$ cat config.mk
export PLATFORM = sky130hd
export DESIGN_NAME = arashi_wrr_arbiter
export DESIGN_NICKNAME = d
export VERILOG_FILES = /design/src/rtl/arashi_wrr_arbiter.sv
export SDC_FILE = /design/constraint.sdc
export NUM_CORES = 1
export LEC_CHECK = 0
export ABC_AREA = 1
export CAP_MARGIN = 20
export CORE_UTILIZATION = 50
export CTS_BUF_LIST = sky130_fd_sc_hd__clkbuf_4 sky130_fd_sc_hd__clkbuf_8
export CTS_CLUSTER_DIAMETER = 200
export DETAILED_ROUTE_END_ITERATION = 10
export PLACE_DENSITY = 0.81
export SLEW_MARGIN = 30
export SYNTH_ARGS = -nofsm -noshare
export SYNTH_HDL_FRONTEND = slang
export SYNTH_SLANG_ARGS = --single-unit
$ cat constraint.sdc
create_clock -name clk -period 3.8 [get_ports clk]
set_clock_uncertainty 0.15 [all_clocks]
set_input_delay 0.76 -clock clk [delete_from_list [all_inputs] [get_ports clk]]
set_output_delay 0.76 -clock clk [all_outputs]
set_load 0.05 [all_outputs]
$ cat src/rtl/arashi_wrr_arbiter.sv
// Weighted round-robin thread arbiter: registered grant held under valid/accept,
// with a per-thread burst of weight+1 consecutive issues before rotation.
module arashi_wrr_arbiter #(
   parameter  int THREAD_NUM_WIDTH = 3,
   parameter  int WEIGHT_WIDTH     = 4,
   localparam int THREAD_NUM       = 1 << THREAD_NUM_WIDTH
) (
   input  logic                                clk,
   input  logic                                rstn,
   input  logic [THREAD_NUM-1:0]               i_avail,
   input  logic [THREAD_NUM*WEIGHT_WIDTH-1:0]  i_weight,
   input  logic                                i_accept,
   output logic [THREAD_NUM_WIDTH-1:0]         o_thread_id,
   output logic                                o_valid,
   output logic                                o_last
);

   typedef enum logic {IDLE, GRANT} mode_t;

   mode_t                         r_mode;
   logic [THREAD_NUM_WIDTH-1:0]   r_thread_id;
   logic [WEIGHT_WIDTH-1:0]       r_credit;
   logic [THREAD_NUM_WIDTH-1:0]   r_ptr;

   mode_t                         w_mode_nxt;
   logic [THREAD_NUM_WIDTH-1:0]   w_tid_nxt;
   logic [WEIGHT_WIDTH-1:0]       w_credit_nxt;
   logic [THREAD_NUM_WIDTH-1:0]   w_ptr_nxt;
   logic [THREAD_NUM_WIDTH-1:0]   w_search_start;
   logic [THREAD_NUM_WIDTH:0]     w_found;
   logic                          w_cur_avail;

   // Returns {found, index} of the first available thread scanning upward from start.
   // Iterating from the far end lets the nearest hit overwrite earlier ones.
   function automatic logic [THREAD_NUM_WIDTH:0] f_search(
      input logic [THREAD_NUM-1:0]       avail,
      input logic [THREAD_NUM_WIDTH-1:0] start
   );
      logic [THREAD_NUM_WIDTH:0]   res;
      logic [THREAD_NUM_WIDTH-1:0] idx;
      res = '0;
      for (int unsigned k = THREAD_NUM; k > 0; k--) begin
         idx = start + THREAD_NUM_WIDTH'(k - 1);
         if (avail[idx]) res = {1'b1, idx};
      end
      return res;
   endfunction

   function automatic logic [WEIGHT_WIDTH-1:0] f_weight(
      input logic [THREAD_NUM*WEIGHT_WIDTH-1:0] weight,
      input logic [THREAD_NUM_WIDTH-1:0]        tid
   );
      return weight[tid*WEIGHT_WIDTH +: WEIGHT_WIDTH];
   endfunction

   always_ff @(posedge clk) begin
      if (!rstn) begin
         r_mode      <= IDLE;
         r_thread_id <= '0;
         r_credit    <= '0;
         r_ptr       <= '0;
      end else begin
         r_mode      <= w_mode_nxt;
         r_thread_id <= w_tid_nxt;
         r_credit    <= w_credit_nxt;
         r_ptr       <= w_ptr_nxt;
      end
   end

   // One search serves both the idle start (from ptr) and rotation (from thread_id+1).
   always_comb begin
      w_mode_nxt     = r_mode;
      w_tid_nxt      = r_thread_id;
      w_credit_nxt   = r_credit;
      w_ptr_nxt      = r_ptr;
      w_cur_avail    = i_avail[r_thread_id];
      w_search_start = (r_mode == GRANT) ? r_thread_id + THREAD_NUM_WIDTH'(1) : r_ptr;
      w_found        = f_search(i_avail, w_search_start);
      if (r_mode == IDLE) begin
         if (w_found[THREAD_NUM_WIDTH]) begin
            w_mode_nxt   = GRANT;
            w_tid_nxt    = w_found[THREAD_NUM_WIDTH-1:0];
            w_credit_nxt = f_weight(i_weight, w_found[THREAD_NUM_WIDTH-1:0]);
         end else begin
            w_tid_nxt    = '0;
         end
      end else begin
         if (i_accept && (r_credit != '0) && w_cur_avail) begin
            w_credit_nxt = r_credit - WEIGHT_WIDTH'(1);
         end else if (i_accept || !w_cur_avail) begin
            w_ptr_nxt = r_thread_id + THREAD_NUM_WIDTH'(1);
            if (w_found[THREAD_NUM_WIDTH]) begin
               w_tid_nxt    = w_found[THREAD_NUM_WIDTH-1:0];
               w_credit_nxt = f_weight(i_weight, w_found[THREAD_NUM_WIDTH-1:0]);
            end else begin
               w_mode_nxt   = IDLE;
               w_tid_nxt    = '0;
               w_credit_nxt = '0;
            end
         end
      end
   end

   always_comb begin
      o_thread_id = r_thread_id;
      o_valid     = (r_mode == GRANT);
      o_last      = (r_mode == GRANT) && (r_credit == '0);
   end

endmodule

==> results.cfg, run 1 <==
[outcome]
outcome = completed

[yosys]
ys_ff_latch = 11
synth-xor-area-share = 0.00445
synth_area_leader_cell = nand2_1
post_synth_num_cell_types = 26
syn_area_per_cell_um2 = 5.44
synthTopCellsByCount = nand2_1, nand3_1, inv_1
ys.flop_type = dfxtp_1
yosysMostFrequentCell = nand2_1
netlist_area_um2 = 1970
seq_area_frac_synth = 0.112
synth_compound_area_frac = 0.103
synth_edf_count = 0
synth-adder-area-share = 0.0191
synthMuxAreaShare = 0
yosys.area_share.simple = 0.632
syn_nets = 408
async_flop_share = 0
yosysWarnings = 0
syn_inst = 362
synth_area_leaders = nand2_1, nand3_1, dfxtp_1, inv_1, nand2_4
synth_top_area_frac = 0.244
synth_top_family_by_area = simple AND/OR/NAND/NOR gates

[layout]
num-nets-final = 456
syn2layout_area_growth_pct = 27.3
nFillCells = 372
final_layout_size_suffix_gt1_frac = 0.130
multiInputGateArea_um2 = 1490
seqCellArea_um2 = 221
insertedDiodeCount = 0

[route]
drtAntennaViolNets = 0
initialDrtViolationCount = 169
postRouteWirelength_um = 5370
viasPerCell = 5.27
dr_total_vias = 2409
route.detailed.drc = 0
dr.pass1.iters = 5
wire_per_inst_um = 11.7

[setup_path]
path_common_cell = nand2_1
end_kind = register
crit_type = register to register
cp_data_required_time_ns = 3.80
arrival_ns = 3.51
max_stage_delay_ns = 0.56
cp_slowest_cell = dfxtp_1
crit_chain = inv_2, nand2_2, nand2_4, ha_1, inv_1, nand3_1, nand2_1, nand2_2, nand2_4, nor2_1, nor2_2, nand2_1, nand2_2, nand2_2, nand2_4, nand2_4, nand2_1, nand2_1, nand3_1, nand3_1, nand2_1, nand2_1, a21oi_1
cp_max_fo = 20
cp-start-kind = register

[run]
cap_violations = 0

[grt]
grt_pass1_vias = 2127
grt_max_degree = 21
grt-ovfl-total = 0
grt_use_total = 0.271
antenna_found_initial = 0
grt_pass1_wl_um = 9210

[floorplanning]
placementRows = 22
die_h_um = 64.8
dieArea_um2 = 4190
io_pins = 48
start_util = 0.530
coreArea_um2 = 3720
die_w_um = 64.8

[clock_tree]
ctsHoldBuffers = 0
cts_root_buf = clkbuf_8
cts_tree = built
cts_buffer_depth = 2
cts.clk_slew.worst_paths_ns = 0.05
cts_buffers = 3
clk-insertion-delay-late_ns = 0.24
cts_htree_levels = 1
clkSinkCount = 11

[worst_hold_path]
hp-class = register to register

[timing]
period_share = 0.926
maxSlewViolCount = 0
setup_viol = 0
period_minus_slack_ns = 3.52
worst_pin_slew_ns = 0.495
grt_setup_unrepaired = false
tns_ns = 0
relSlewSlack = 0.669
final-hold-violation-count = 0
max_freq_mhz = 284

[placed_design]
gp_congestion = 0.947
dp_hpwl_um = 4390
port_buffers = 47

[power]
p_per_area_nw_per_um2 = 906
static-leakage-power_nw = 1.32
ir_drop_v = 0.000472
p_total_mw = 2.27
## final timing paths
path	from	cells past startpoint	to	slack (ns)
hold / removal	r_ptr[2]	2	r_ptr[2]	0.32
hold reg to reg	r_ptr[2]	2	r_ptr[2]	0.32
setup / recovery	o_valid	23	r_credit[1]	0.28
setup reg to reg	o_valid	23	r_credit[1]	0.28
## power breakdown
group / total, mW / internal (mW) / switching (mW) / leakage (nW)
Combinational: 1.94 / 0.647 / 1.30 / 1.20
Clock: 0.123 / 0.0807 / 0.0425 / 0.0262
Sequential: 0.205 / 0.158 / 0.0476 / 0.0917
Total: 2.27 / 0.886 / 1.39 / 1.32
## sequential cells by signal, summed over array words and instances (netlist names)
register / count
r_credit: 4
o_thread_id: 3
r_ptr: 3
o_valid: 1
## critical path: cells and delay by family (launching register included)
kind	cells	cell delay, ns
and+or+nand+nor	19	1.79
DFF	1	0.56
adders and majority gates	1	0.39
buffers and inverters	2	0.34
AOI/OAI and AO/OA	1	0.20
## routing by layer
metal,global-route usage,up-vias,part of all wire,wire length [µm]
li1,-,1258,-,-
met1,0.382,1058,0.48,2580
met2,0.434,77,0.45,2430
met3,0.0194,16,0.049,262
met4,0.0861,0,0.018,99
met5,0,-,0,0
## layout make-up
type / instances / share of cell area
clock buffers: 4 / 0.0195
repair buffers: 49 / 0.194
multi-input cells: 292 / 0.595
well taps: 48 / 0.0240
flip-flops and latches: 11 / 0.0883
inverters: 53 / 0.0793
## cells in the final DEF (no fill, tap or decap), types with 2 or more instances in the layout
master,instances
nand3_2,6
inv_2,6
nand3b_1,9
clkdlybuf4s50_1,47
nand2_2,18
a31oi_1,3
buf_4,2
o21ai_1,3
nor3_1,2
nand2_4,12
inv_1,46
nor2_2,2
nand2_1,128
a21oi_1,20
dfxtp_1,10
o21ai_0,12
clkbuf_8,3
ha_1,3
nor2_1,8
nand3_1,61
## cell families (layout without fill, tap and decap cells)
| kind of cell | count (synthesis) | count (layout) |
|---|---|---|
| and+or+nand+nor | 249 | 249 |
| buffers and inverters | 59 | 106 |
| AOI/OAI and AO/OA | 39 | 39 |
| DFF | 11 | 11 |
| adders and majority gates | 3 | 3 |
| xor gates and xnor gates | 1 | 1 |
## timing repair
item,4_1_cts,5_1_grt
endpoints found under the setup margin,0,2
setup buffers,0,0
resized for setup,0,1
## metrics by stage
stage,std cells,setup WS [ns],util,area (µm²),hold WS (ns)
final,457,0.282,0.675,2510,0.315
after global routing,457,0.0345,0.675,2510,0.364
after CTS,457,0.254,0.674,2510,0.317
after detailed placement,453,0.272,0.661,2460,0.310
after global placement,453,0.277,0.661,2460,0.308
after floorplan,362,0.456,-,1970,0.291
Note: power is estimated with default switching activity, not from simulation.
==> run 2: changes to the inputs <==
==> constraint.sdc (replaced) <==
create_clock -name clk -period 3.8 [get_ports clk]
set_clock_uncertainty 0.15 [all_clocks]
set_input_delay 1.14 -clock clk [delete_from_list [all_inputs] [get_ports clk]]
set_output_delay 1.14 -clock clk [all_outputs]
set_load 0.005 [all_outputs]
==> run 2 against run 1 <==
Combinational power barely moved. Critical endpoint unchanged. First-iteration DRC count increased by 38%. Die area did not move. Via count rose by 1.3%. Sequential cell count stayed put. Largest power group unchanged. Fmax up 2.2%. Register-to-register slack better by 0.09 ns. Count of clock-buffer cells in the layout unchanged. Sequential power fell by 6%. Sequential share of layout area shrank 0.12 points. Total power is 1.6% lower. Highest routed layer unchanged. Core utilization up 0.57 points.
==> results.cfg, run 2 (same netlist as run 1, synthesis figures left out) <==
[route]
initialDrtViolationCount = 234
wire_per_inst_um = 12.0
dr_total_vias = 2440
postRouteWirelength_um = 5500
viasPerCell = 5.30
route.detailed.drc = 0
drtAntennaViolNets = 0
dr.pass1.iters = 5

[floorplanning]
io_pins = 48
coreArea_um2 = 3720
start_util = 0.530
placementRows = 22
dieArea_um2 = 4190
die_w_um = 64.8
die_h_um = 64.8

[setup_path]
crit_type = primary input to register
end_kind = register
arrival_ns = 3.43
reg2reg_slack_ns = 0.37
cp_data_required_time_ns = 3.78
cp_max_fo = 20
cp-start-kind = primary input

[clock_tree]
clkSinkCount = 11
cts.clk_slew.worst_paths_ns = 0.05
ctsHoldBuffers = 0
cts_buffers = 3
ctsResizeCount = 0
cts_root_buf = clkbuf_8
clk-insertion-delay-late_ns = 0.24
cts_buffer_depth = 2
cts_htree_levels = 1
cts_tree = built
cts_setup_buffers = 0

[grt]
grtUsageMet2 = 0.477
top_usage_layer = met2
antenna_found_initial = 0
grt_use_total = 0.276
met1_usage = 0.367
grt_pass1_vias = 2132
grt_max_degree = 21
grt_pass1_wl_um = 9300
grt.met3_usage = 0.0141
grt-ovfl-total = 0

[timing]
holdWs_ns = 0.331
max_freq_mhz = 290
maxSlewViolCount = 0
tns_ns = 0
final-hold-violation-count = 0
period_minus_slack_ns = 3.44
relSlewSlack = 0.724
setup_viol = 0
grt_setup_unrepaired = false
worst_pin_slew_ns = 0.410
worst_slack_ns = 0.357
period_share = 0.906

[layout]
largest-register = r_credit
insertedDiodeCount = 0
nFillCells = 346
num-nets-final = 459
final_common_cell = nand2_1
final_cells = 460
final_layout_size_suffix_gt1_frac = 0.133
syn2layout_area_growth_pct = 28.4
largest_reg_flops = 4
layout_common_cells = nand2_1, nand3_1, clkdlybuf4s50_1

[outcome]
outcome = completed

[power]
p_total_mw = 2.24
static-leakage-power_nw = 1.33
ir_drop_v = 0.000403
p_per_area_nw_per_um2 = 885

[worst_hold_path]
hp-class = register to register

[placed_design]
gp_congestion = 0.957
dp_hpwl_um = 4490
post-place-ws_ns = 0.116
dp_cells = 456
port_buffers = 47

[run]
cap_violations = 0
[run 2: routing by layer]
layer | vias to the layer above | share of wire
met2 | 85 | 0.48
met5 | - | 0
met1 | 1086 | 0.46
met4 | 0 | 0.011
li1 | 1260 | -
met3 | 9 | 0.052
[run 2: worst paths after layout]
| check | from | end | cells after the start |
|---|---|---|---|
| min reg2reg | r_ptr[2] | r_ptr[2] | 2 |
| max reg2reg | o_valid | r_credit[1] | 22 |
| max | i_avail[4] | r_credit[1] | 20 |
| min | r_ptr[2] | r_ptr[2] | 2 |
[run 2: through the flow]
stage	util	area [µm²]
final	0.680	2530
after global routing	0.680	2530
after CTS	0.680	2530
after detailed placement	0.667	2480
after global placement	0.667	2480
after floorplan	-	1970
[run 2: where the power goes]
part / switching, mW / internal [mW]
clock network: 0.0461 / 0.0810
logic: 1.26 / 0.660
registers: 0.0349 / 0.157
total: 1.34 / 0.898
[run 2: layout make-up]
class	instances	area, µm²	area share
multi-input combinational	292	1490	0.590
clock buffer	4	48.8	0.0193
tap	48	60.1	0.0238
sequential	11	220	0.0871
timing repair buffer	52	508	0.201
inverter	53	199	0.0787
[run 2: critical path, stage by stage]
cell and delay (ns):
clkdlybuf4s50_1 0.52, inv_1 0.07, nand3_1 0.10, nand3_1 0.08
nand2_1 0.11, nand2_2 0.09, nand2_4 0.10, nor2_1 0.06
nor2_2 0.07, nand2_1 0.06, nand2_2 0.09, nand3_4 0.17
nand2_4 0.24, nand2_1 0.10, nand2_1 0.08, nand3_1 0.07
nand3_1 0.08, nand2_1 0.06, nand2_1 0.07, a21oi_1 0.07
==> run 3: changes to the inputs <==
--- a/config.mk
+++ b/config.mk
@@ -6,7 +6,7 @@
 export NUM_CORES = 1
 export LEC_CHECK = 0
 export ABC_AREA = 1
-export CAP_MARGIN = 20
+export CAP_MARGIN = 25
 export CORE_UTILIZATION = 50
 export CTS_BUF_LIST = sky130_fd_sc_hd__clkbuf_4 sky130_fd_sc_hd__clkbuf_8
 export CTS_CLUSTER_DIAMETER = 200
==> results of run 3 <==
Same layout as run 2: the final DEF is identical, and so are final timing and power.
